**src/rtl/fact_pkg.sv**
```systemverilog
// rtl/fact_pkg.sv - shared state encoding and default widths for the factorial job arbiter
package fact_pkg;

    typedef enum logic [2:0] {
        ST_IDLE  = 3'd0,
        ST_GRANT = 3'd1,
        ST_ARM   = 3'd2,
        ST_WAIT  = 3'd3,
        ST_RESP  = 3'd4
    } state_e;

    localparam int FACT_NW      = 4;
    localparam int FACT_RW      = 32;
    localparam int FACT_TIMEOUT = 255;

endpackage

```
**src/rtl/fact_rr_pick.sv**
```systemverilog
// rtl/fact_rr_pick.sv - rotate-priority encoder: first set req bit at or above ptr, wrapping
module fact_rr_pick #(
    parameter int NREQ = 4,
    parameter int IDW  = 2
) (
    input  logic [NREQ-1:0] req,
    input  logic [IDW-1:0]  ptr,
    output logic            valid,
    output logic [IDW-1:0]  id
);

    logic [2*NREQ-1:0] dbl;
    logic [2*NREQ-1:0] rot;

    assign dbl = {req, req};
    assign rot = dbl >> ptr;

    // Scan downward so the smallest offset from ptr is the last (winning) assignment.
    always_comb begin
        valid = 1'b0;
        id    = '0;
        for (int i = NREQ - 1; i >= 0; i--) begin
            if (rot[i]) begin
                valid = 1'b1;
                id    = IDW'((int'(ptr) + i) % NREQ);
            end
        end
    end

endmodule

```
**src/rtl/fact_job_arbiter.sv**
```systemverilog
// rtl/fact_job_arbiter.sv - round-robin sharing of one factorial accelerator with watchdog abort
module fact_job_arbiter
    import fact_pkg::*;
#(
    parameter int NREQ    = 4,
    parameter int NW      = FACT_NW,
    parameter int RW      = FACT_RW,
    parameter int TIMEOUT = FACT_TIMEOUT
) (
    input  logic             clk,
    input  logic             rst,
    input  logic [NREQ-1:0]  req,
    input  logic [NREQ*NW-1:0] n_in,
    output logic [NREQ-1:0]  gnt,
    output logic [NREQ-1:0]  rsp_valid,
    output logic [RW-1:0]    rsp_data,
    output logic             rsp_err,
    output logic             busy,
    output logic             acc_go,
    output logic [NW-1:0]    acc_n,
    input  logic             acc_done,
    input  logic [RW-1:0]    acc_result,
    input  logic             acc_ovf
);

    localparam int IDW = (NREQ > 1) ? $clog2(NREQ) : 1;
    localparam int WDW = $clog2(TIMEOUT + 1);
    localparam logic [NREQ-1:0] ONE = {{(NREQ-1){1'b0}}, 1'b1};

    state_e            state_q, state_d;
    logic [IDW-1:0]    ptr_q, ptr_d;
    logic [IDW-1:0]    id_q, id_d;
    logic [NW-1:0]     acc_n_q, acc_n_d;
    logic [NREQ-1:0]   gnt_q, gnt_d;
    logic [NREQ-1:0]   rsp_valid_q, rsp_valid_d;
    logic [RW-1:0]     rsp_data_q, rsp_data_d;
    logic              rsp_err_q, rsp_err_d;
    logic              busy_q, busy_d;
    logic              acc_go_q, acc_go_d;
    logic [WDW-1:0]    wd_q, wd_d;

    logic              pick_valid;
    logic [IDW-1:0]    pick_id;

    fact_rr_pick #(
        .NREQ (NREQ),
        .IDW  (IDW)
    ) u_pick (
        .req   (req),
        .ptr   (ptr_q),
        .valid (pick_valid),
        .id    (pick_id)
    );

    always_comb begin
        state_d     = state_q;
        ptr_d       = ptr_q;
        id_d        = id_q;
        acc_n_d     = acc_n_q;
        gnt_d       = '0;
        rsp_valid_d = '0;
        rsp_data_d  = rsp_data_q;
        rsp_err_d   = rsp_err_q;
        acc_go_d    = acc_go_q;
        wd_d        = wd_q;
        case (state_q)
            ST_IDLE: begin
                if (pick_valid) begin
                    id_d    = pick_id;
                    acc_n_d = n_in[pick_id*NW +: NW];
                    gnt_d   = ONE << pick_id;
                    state_d = ST_GRANT;
                end
            end
            ST_GRANT: state_d = ST_ARM;
            ST_ARM: begin
                // A done still high from the previous job must fall before we start.
                if (!acc_done) begin
                    acc_go_d = 1'b1;
                    wd_d     = '0;
                    state_d  = ST_WAIT;
                end
            end
            ST_WAIT: begin
                if (acc_done) begin
                    rsp_data_d  = acc_result;
                    rsp_err_d   = acc_ovf;
                    acc_go_d    = 1'b0;
                    rsp_valid_d = ONE << id_q;
                    state_d     = ST_RESP;
                end else if (wd_q == WDW'(TIMEOUT)) begin
                    rsp_data_d  = '0;
                    rsp_err_d   = 1'b1;
                    acc_go_d    = 1'b0;
                    rsp_valid_d = ONE << id_q;
                    state_d     = ST_RESP;
                end else begin
                    wd_d = wd_q + 1'b1;
                end
            end
            ST_RESP: begin
                ptr_d   = (id_q == IDW'(NREQ - 1)) ? '0 : id_q + 1'b1;
                state_d = ST_IDLE;
            end
            default: state_d = ST_IDLE;
        endcase
        busy_d = (state_d != ST_IDLE);
    end

    always_ff @(posedge clk or negedge rst) begin
        if (!rst) begin
            state_q     <= ST_IDLE;
            ptr_q       <= '0;
            id_q        <= '0;
            acc_n_q     <= '0;
            gnt_q       <= '0;
            rsp_valid_q <= '0;
            rsp_data_q  <= '0;
            rsp_err_q   <= 1'b0;
            busy_q      <= 1'b0;
            acc_go_q    <= 1'b0;
            wd_q        <= '0;
        end else begin
            state_q     <= state_d;
            ptr_q       <= ptr_d;
            id_q        <= id_d;
            acc_n_q     <= acc_n_d;
            gnt_q       <= gnt_d;
            rsp_valid_q <= rsp_valid_d;
            rsp_data_q  <= rsp_data_d;
            rsp_err_q   <= rsp_err_d;
            busy_q      <= busy_d;
            acc_go_q    <= acc_go_d;
            wd_q        <= wd_d;
        end
    end

    assign gnt       = gnt_q;
    assign rsp_valid = rsp_valid_q;
    assign rsp_data  = rsp_data_q;
    assign rsp_err   = rsp_err_q;
    assign busy      = busy_q;
    assign acc_go    = acc_go_q;
    assign acc_n     = acc_n_q;

endmodule
```
**config.mk**
```make
export PLATFORM = sky130hd
export DESIGN_NAME = fact_job_arbiter
export DESIGN_NICKNAME = d
export VERILOG_FILES = /design/src/rtl/fact_pkg.sv /design/src/rtl/fact_rr_pick.sv /design/src/rtl/fact_job_arbiter.sv
export SDC_FILE = /design/constraint.sdc
export NUM_CORES = 1
export LEC_CHECK = 0
export ABC_AREA = 0
export CAP_MARGIN = 20
export CORE_AREA = 2 2 110 59
export DETAILED_ROUTE_END_ITERATION = 12
export DIE_AREA = 0 0 112 61
export PLACE_DENSITY_LB_ADDON = 0.15
export SYNTH_ARGS = -nofsm -noshare
export SYNTH_HDL_FRONTEND = slang
export SYNTH_SLANG_ARGS = --single-unit
```
**constraint.sdc**
```tcl
create_clock -name clk -period 4.4 [get_ports clk]
set_input_delay 0.88 -clock clk [delete_from_list [all_inputs] [get_ports clk]]
set_output_delay 0.88 -clock clk [all_outputs]
set_load 0.05 [all_outputs]
```
==> results.md, run 1 <==
* Critical path arrival at 2770 ps
* Min Tclk post-route at 2600 ps
* Reg2reg setup slack at 2430 ps
* Clock Skew at 6.19 ps
* TritonRoute pass-1 iters at 4
* Most common library cell in the layout ignoring fill and taps: clkdlybuf4s50_1
* Max Fclk at 385 MHz
* Pwr Total at 3.22 mW
* Setup crit start kind: input port
* Die area at 6830 µm²
* Root buf cell: clkbuf_16
* RSZ-0062 raised after global routing: no
* CTS H-tree depth at 3
* Final WL at 6620 µm
* # port buffers at 102
* First-pass GRT wire length at 10,700 µm
* # Post-CTS Setup Buffers at 0
* Worst vdd ir at 0.508 mV
* Worst hold slack at 498 ps
* Clock power share at 23.5%
* CTS tree: built
* Initial antenna violation count at 0
* Worst Tran Pin Value at 885 ps
* # setup viols final at 0
* Initial core utilization at 44.3%
* Post-synth top area cell: dfrtp_1
* DP Wirelength at 4660 µm
* Routed wl met2 at 2730 µm
* Fraction of registers with async set/reset at 100%
* Main flop type after synthesis: dfrtp_1
* CP Capture Type: flop
* WL/cell at 16.5 µm
* Cell Area, Synth at 2590 µm²
* Internal power at 1.86 mW
* Share of cells above drive strength 1 at 7.69%
* DIE WIDTH at 112 µm
* DR vias at 2,144
* Final nets at 381
* Clock Path Buffers at 2
* Metal3 WL at 626 µm
* Syn Area/Cell at 12.1 µm²
* Worst path required time at 4570 ps
* Register bit total from synthesis at 62
* Critical path class: input port to flop
* Placed cell area at 3680 µm²
* Largest net degree at the start of global routing at 38
* FP Rows at 20
* Seq/Total Area, Yosys at 59.8%
* Logic pwr share at 47.3%
* Synth top area share at 59.8%
* Switch share at 42.3%
* Vias in the first global route at 2,095
* Layout area overhead at 54.5%
* DR top layer: met3
* Max-cap viol count at 0
* CP max FO at 8
* CTS Buf Count at 9
* Area of the multi-input gates at 958 µm²
* Synth area leaders: dfrtp_1 60%, a22o_1 11%, mux2i_1 3.9%
* Setup TNS at 0 ps
* GRT Resource Usage Total at 20.6%
* Most frequent cells in the layout: 101 x clkdlybuf4s50_1, 62 x dfrtp_1, 32 x a22o_1
* Post-CTS Hold Buffers at 0
* Unique masters post-synth at 35
* Initial drt markers at 157
* Fillcell total at 446
* Period Utilization, post-route at 59.1%
* Sequential power share at 29.2%
* Via density at 5.33
* Switching power at 1.36 mW
* Sinks on Clock Net at 62
* Ant. Diodes at 0
* Syn Nets at 276
* Reg area at 1550 µm²
* Yosys warnings at 0
* Post-Syn Instances at 215
* Slew Limit Fails at 0
* Final hold violation count at 0
* PostCTS Resize Cnt at 0
* Grt total ovfl at 0
* CORE AREA at 5860 µm²
* P per Cell Area at 804 nW/µm²
* Placed instance count at 386
* Hold WC Path Type: flop to flop
* I/O Pins at 103
* Die Ht at 61 µm
* Leakage power at 1.73 nW
* Headroom to the max-slew limit at 40.9%
* Reg clk slew, reported paths at 50 ps
* Final ANT Viol Nets at 0
* WL met1 at 3260 µm
* EDFF count, synth at 0
* Gpl congestion at 0.782
* Residual DRC at 0
* Clock Latency Late Sink at 320 ps
* Design Area, Final at 4010 µm²
* Final cell count without fillers at 402
* Status: finished, final reports clean
logic make-up (layout without fill, tap and decap cells):
kind of cell	Yosys count	in the layout	synth area share, %
adder cells (fa/ha/maj)	5	5	2.41
multiplexers	11	11	4.29
flip-flops	62	62	59.8
AND/OR/NAND/NOR	54	54	11.1
AO/OA/AOI/OAI	63	63	19.1
buffers and inverters	20	130	3.33
metrics by stage:
stage,worst slack [ps],utilization (%)
3_5_place_dp,1490,62.9
6_report,1800,68.4
3_3_place_gp,1580,62.9
4_1_cts,1830,68.4
5_1_grt,1720,68.4
2_1_floorplan,2130,-
layer usage:
| metal | vias to the layer above | track usage [%] |
|---|---|---|
| met5 | - | 0 |
| met4 | 0 | 3.66 |
| met2 | 78 | 28.6 |
| met1 | 1057 | 30.2 |
| met3 | 0 | 9.09 |
| li1 | 1009 | - |
path summary, 6_finish.rpt:
kind	startpoint	end	depth (start not counted)
worst max-delay path	req[3]	acc_n[1]	5
worst min register to register	acc_n[0]	acc_n[0]	2
worst max register to register	wd_q[0]	wd_q[3]	5
min in group asynchronous	rst	acc_n[0]	1
worst min-delay path	acc_n[0]	acc_n[0]	2
max in group asynchronous	rst	wd_q[7]	2
sequential cells by signal (all words and copies together) (netlist names):
register / count
state_q: 3
wd_q: 8
id_q: 2
ptr_q: 2
acc_go: 1
gnt: 4
busy: 1
rsp_data: 32
acc_n: 4
rsp_valid: 4
rsp_err: 1
worst max-delay path: stages:
cell and delay (ps):
clkdlybuf4s50_1 470, nor4_1 610, or4_1 370, or3_1 300, o221ai_1 140
power by group through the flow:
stage	Clock [mW]	Sequential [mW]	Combinational [mW]
after floorplan	0	1.53	0.412
after global placement	0	0.936	1.51
after detailed placement	0	0.940	1.53
after CTS	0.770	0.939	1.54
after global routing	0.798	0.971	1.61
final	0.758	0.941	1.52
cell usage after synthesis (all sizes together), types with 3 or more instances:
| master | count |
|---|---|
| ha | 5 |
| nor3 | 3 |
| o21ai | 11 |
| nand2 | 13 |
| a22o | 32 |
| a21oi | 6 |
| dfrtp | 62 |
| o221ai | 5 |
| and2 | 4 |
| inv | 8 |
| nor2 | 8 |
| mux2i | 10 |
| nand3 | 6 |
| or3 | 6 |
| clkbuf | 8 |
| buf | 4 |
layout make-up:
cell class / count / area share, %
multi-input cells: 133 / 23.9
well taps: 77 / 2.40
clock buffers: 11 / 6.06
flip-flops and latches: 62 / 38.7
inverters: 8 / 0.749
clock inverters: 5 / 2.06
repair buffers: 106 / 26.1
No activity file was read; power rests on OpenSTA's default activity.
==> run 2: changes to the inputs <==
--- a/config.mk
+++ b/config.mk
@@ -7,9 +7,9 @@
 export LEC_CHECK = 0
 export ABC_AREA = 0
 export CAP_MARGIN = 20
-export CORE_AREA = 2 2 110 59
+export CORE_AREA = 2 2 113 60
 export DETAILED_ROUTE_END_ITERATION = 12
-export DIE_AREA = 0 0 112 61
+export DIE_AREA = 0 0 115 62
 export PLACE_DENSITY_LB_ADDON = 0.15
 export SYNTH_ARGS = -nofsm -noshare
 export SYNTH_HDL_FRONTEND = slang
==> constraint.sdc (replaced) <==
create_clock -name clk -period 2.5 [get_ports clk]
set_input_delay 0.5 -clock clk [delete_from_list [all_inputs] [get_ports clk]]
set_output_delay 0.5 -clock clk [all_outputs]
set_load 0.05 [all_outputs]
==> run 2 against run 1 <==
Compared with the run above: clock-buffer cell count decreased by 2; sequential share of layout area decreased by 0.39 points; critical path type unchanged; global-route usage decreased by 1.4 points; largest cell class unchanged; largest power group unchanged; power increased by 77%.
==> results.md, run 2 (same netlist as run 1, synthesis figures left out) <==
* Most common library cell in the layout ignoring fill and taps: clkdlybuf4s50_1
* Period Utilization, post-route at 82.4%
* Hold WC Path Type: input port to asynchronous set/reset pin
* Clock power share at 23.4%
* Post-CTS Hold Buffers at 0
* Grt total ovfl at 0
* Slew Limit Fails at 0
* Final ANT Viol Nets at 0
* Sinks on Clock Net at 62
* RSZ-0062 raised after global routing: no
* PostCTS Resize Cnt at 0
* GRT Resource Usage Total at 19.2%
* Sequential power share at 29.0%
* CTS H-tree depth at 3
* WL/cell at 16.2 µm
* DR vias at 2,132
* CTS Buf Count at 9
* Clock Path Buffers at 2
* Crit-path slowest cell: o21ai_0
* Reg clk slew, reported paths at 60 ps
* Slowest cell delay on critical path at 590 ps
* Crit-path cells: clkdlybuf4s50_1 > and3b_1 > o21a_1 > o21ai_0 > o221ai_1
* Leakage power at 1.76 nW
* Largest net degree at the start of global routing at 43
* Worst Tran Pin Value at 924 ps
* Critical path class: input port to flop
* P per Cell Area at 1410 nW/µm²
* # port buffers at 102
* Reg2Reg Depth at 5
* CP Capture Type: flop
* Setup TNS at 0 ps
* FP Rows at 21
* Setup crit start kind: input port
* Initial drt markers at 128
* Critical path arrival at 2230 ps
* Gpl congestion at 0.739
* # Post-CTS Setup Buffers at 0
* Min Tclk post-route at 2060 ps
* Switching power at 2.42 mW
* Worst hold slack at 146 ps
* DP Wirelength at 4650 µm
* Final hold violation count at 0
* Initial antenna violation count at 0
* Clock Skew at 5.66 ps
* Via density at 5.24
* Layout area overhead at 56.1%
* Die Ht at 62 µm
* Buf/Inv on CP at 1
* CTS tree: built
* Final WL at 6580 µm
* First-pass GRT wire length at 10,000 µm
* # setup viols final at 0
* Family with the most delay on the worst path: compound AO/OA/AOI/OAI gates
* Status: finished, final reports clean
* Die area at 7130 µm²
* Worst vdd ir at 0.696 mV
* DIE WIDTH at 115 µm
* Final nets at 383
* Max reg flops at 32
* Logic pwr share at 47.6%
* I/O Pins at 103
* Reg2reg setup slack at 500 ps
* Share of cells above drive strength 1 at 8.56%
* Max-cap viol count at 0
* Vias in the first global route at 1,950
* Headroom to the max-slew limit at 38.3%
* Initial core utilization at 41.1%
* Root buf cell: clkbuf_16
* TritonRoute pass-1 iters at 4
* Reg2reg start: wd_q[0]
* Residual DRC at 0
* Switch share at 42.4%
* Clock Latency Late Sink at 320 ps
* Max Fclk at 486 MHz
* FF-to-FF End: wd_q[6]
* Ant. Diodes at 0
* CORE AREA at 6310 µm²
* Internal power at 3.28 mW
* Worst path required time at 2670 ps
* Most frequent cells in the layout: 101 x clkdlybuf4s50_1, 62 x dfrtp_1, 32 x a22o_1
* CP max FO at 6
[run 2: cell types whose count changed in the layout (fill, tap and decap cells not counted), sizes merged]
cell / previous run / this run
clkinv: 0 / 2
clkbuf: 11 / 9
clkinvlp: 3 / 2
buf: 5 / 7
inv: 8 / 9
[run 2: layout make-up]
type	count	area, µm²
flip-flops and latches	62	1550
well taps	80	100
fillers	519	2260
multi-input cells	133	958
clock buffers	9	225
clock inverters	7	97.6
inverters	8	30.0
repair buffers	108	1090
[run 2: routing by layer]
metal / up-vias / wire, µm / GRT usage (%)
met5: - / 0 / 0
met4: 0 / 21 / 4.65
met3: 2 / 470 / 8.34
met2: 77 / 2750 / 25.5
met1: 1040 / 3330 / 28.6
li1: 1013 / - / -
[run 2: power groups by stage]
stage / sequential [mW] / clock [mW] / combinational (mW)
2_1_floorplan: 2.68 / 0 / 0.726
3_3_place_gp: 1.65 / 0 / 2.68
3_5_place_dp: 1.66 / 0 / 2.73
4_1_cts: 1.65 / 1.35 / 2.74
5_1_grt: 1.70 / 1.41 / 2.88
6_report: 1.65 / 1.33 / 2.71
[run 2: worst max-delay path by stage]
stage	from	endpoint	slack [ps]	cells after the start
finish	req[3]	acc_n[1]	440	5
global route	req[3]	acc_n[1]	300	5
CTS	req[3]	acc_n[1]	450	5
detailed placement	req[3]	acc_n[1]	90	5
global placement	req[3]	acc_n[1]	190	5
floorplan	req[1]	acc_n[2]	610	5
[run 2: stage by stage]
stage | utilization, % | setup slack, ps | instances | cell area [µm²] | power [mW]
CTS | 64.2 | 446 | 407 | 4050 | 5.74
detailed placement | 59.1 | 87.8 | 391 | 3730 | 4.38
global placement | 59.1 | 194 | 391 | 3730 | 4.33
finish | 64.2 | 440 | 407 | 4050 | 5.70
floorplan | - | 613 | 215 | 2590 | 3.41
global route | 64.2 | 298 | 407 | 4050 | 5.99
==> run 3: changes to the inputs <==
--- a/config.mk
+++ b/config.mk
@@ -7,9 +7,9 @@
 export LEC_CHECK = 0
 export ABC_AREA = 0
 export CAP_MARGIN = 20
-export CORE_AREA = 2 2 113 60
+export CORE_AREA = 2 2 119 63
 export DETAILED_ROUTE_END_ITERATION = 12
-export DIE_AREA = 0 0 115 62
+export DIE_AREA = 0 0 121 65
 export PLACE_DENSITY_LB_ADDON = 0.15
 export SYNTH_ARGS = -nofsm -noshare
 export SYNTH_HDL_FRONTEND = slang
==> constraint.sdc (replaced) <==
create_clock -name clk -period 1.7 [get_ports clk]
set_input_delay 0.34 -clock clk [delete_from_list [all_inputs] [get_ports clk]]
set_output_delay 0.34 -clock clk [all_outputs]
set_load 0.05 [all_outputs]
==> run 3 against run 2 <==
Compared with the run above: routed wire length rose by 9.2%; sequential power rose by 47%; clock power rose by 50%; critical path type is now flop to flop; critical path depth rose by 1; clock-buffer cell count did not move; global-route usage fell by 0.20 points; first-iteration DRC count rose by 7.0%; sequential share of layout area fell by 2.6 points; hold slack got worse by 120 ps.
==> results.md, run 3 (same netlist as run 1, synthesis figures left out) <==
* # port buffers at 102
* Root buf cell: clkbuf_16
* Final nets at 414
* Max reg flops at 32
* Final hold violation count at 0
* Die Ht at 65 µm
* # setup viols final at 0
* CTS H-tree depth at 3
* Global-route met2 utilization at 24.4%
* CP Capture Type: flop
* Reg clk slew, reported paths at 60 ps
* Clock Path Buffers at 2
* Period Utilization, post-route at 97.9%
* Via density at 4.92
* Worst Tran Pin Value at 362 ps
* Worst hold slack at 23.7 ps
* Headroom to the max-slew limit at 75.6%
* Min Tclk post-route at 1670 ps
* Ant. Diodes at 0
* I/O Pins at 103
* Sinks on Clock Net at 62
* Final WL at 7180 µm
* Initial drt markers at 137
* Max Fclk at 601 MHz
* GRT Resource Usage Total at 19.0%
* Reg2reg setup slack at 30 ps
* Clock Latency Late Sink at 330 ps
* RSZ-0062 raised after global routing: yes
* Die area at 7870 µm²
* GR Util met3 at 6.69%
* Hold WC Path Type: input port to asynchronous set/reset pin
* DR vias at 2,232
* Critical path class: flop to flop
* Residual DRC at 0
* Most frequent cells in the layout: 73 x buf_4, 62 x dfrtp_1, 50 x clkdlybuf4s50_1
* Grt met1 use at 28.8%
* CTS tree: built
* GR peak layer: met1
* Initial antenna violation count at 0
* Critical path arrival at 1880 ps
* CORE AREA at 6960 µm²
* CTS Buf Count at 9
* DP Wirelength at 4910 µm
* Slew Limit Fails at 0
* Layout area overhead at 67.7%
* Max-cap viol count at 0
* TritonRoute pass-1 iters at 4
* Reg2Reg Depth at 6
* Leakage power at 2.03 nW
* Share of cells above drive strength 1 at 34.4%
* CP max FO at 20
* Gpl congestion at 0.818
* Initial core utilization at 37.2%
* Worst vdd ir at 1.14 mV
* Grt total ovfl at 0
* Setup crit start kind: flop
* DIE WIDTH at 121 µm
* Final ANT Viol Nets at 0
* Most common library cell in the layout ignoring fill and taps: buf_4
* Worst path required time at 1910 ps
* Vias in the first global route at 2,184
* Largest net degree at the start of global routing at 63
* Status: finished, final reports clean
* Post-CTS Hold Buffers at 0
* WL/cell at 15.8 µm
* Setup TNS at 0 ps
* First-pass GRT wire length at 11,200 µm
* FP Rows at 22
* Clock Skew at 10.4 ps
* P per Cell Area at 2020 nW/µm²
## run 3: cell type report
| class | count | area, µm² |
|---|---|---|
| fill | 550 | 2620 |
| sequential | 62 | 1550 |
| timing repair buffer | 139 | 1260 |
| multi-input combinational | 133 | 1050 |
| clock buffer | 9 | 225 |
| tap | 96 | 120 |
| clock inverter | 7 | 105 |
| inverter | 8 | 30.0 |
## run 3: repair_timing
action,CTS,global route
endpoints found under the setup margin,41,39
gates cloned,1,1
hold endpoints to repair,0,0
resized for setup,10,26
setup buffers,3,2
pin swaps,1,9
## run 3: metal layers
metal / up-vias / share of wire, % / wire (µm)
li1: 1067 / - / -
met1: 1071 / 52 / 3710
met2: 87 / 40 / 2840
met3: 7 / 8.0 / 578
met4: 0 / 0.70 / 50
met5: - / 0 / 0
## run 3: where the power goes
| part | switching, mW | leakage, nW | internal (mW) |
|---|---|---|---|
| combinational | 2.69 | 1.08 | 1.69 |
| sequential | 0.383 | 0.789 | 2.03 |
| clock | 0.687 | 0.159 | 1.30 |
## run 3: worst paths after layout
kind	from	end
setup / recovery	wd_q[0]	rsp_data[29]
hold / removal	rst	rsp_data[31]
setup reg to reg	wd_q[0]	rsp_data[29]
hold reg to reg	acc_n[3]	acc_n[3]
max in group asynchronous	rst	ptr_q[0]
min in group clk	acc_n[3]	acc_n[3]
## run 3: per-stage QoR
stage	worst slack [ps]	power [mW]	instance area, µm²	cells	util (%)
after floorplan	-70.9	5.03	2600	215	-
after global placement	-441	6.50	3830	431	55.0
after detailed placement	-466	6.55	3830	431	55.0
after CTS	1.22	8.70	4230	451	60.8
after global routing	-18.3	9.20	4350	454	62.5
final	35.0	8.78	4350	454	62.5
## run 3: worst max-delay path: stages (launching register included)
cell	delay, ps
dfrtp_1	370
ha_2	200
nand2_2	60
o31a_1	250
nand2b_2	240
buf_6	190
a22o_1	240
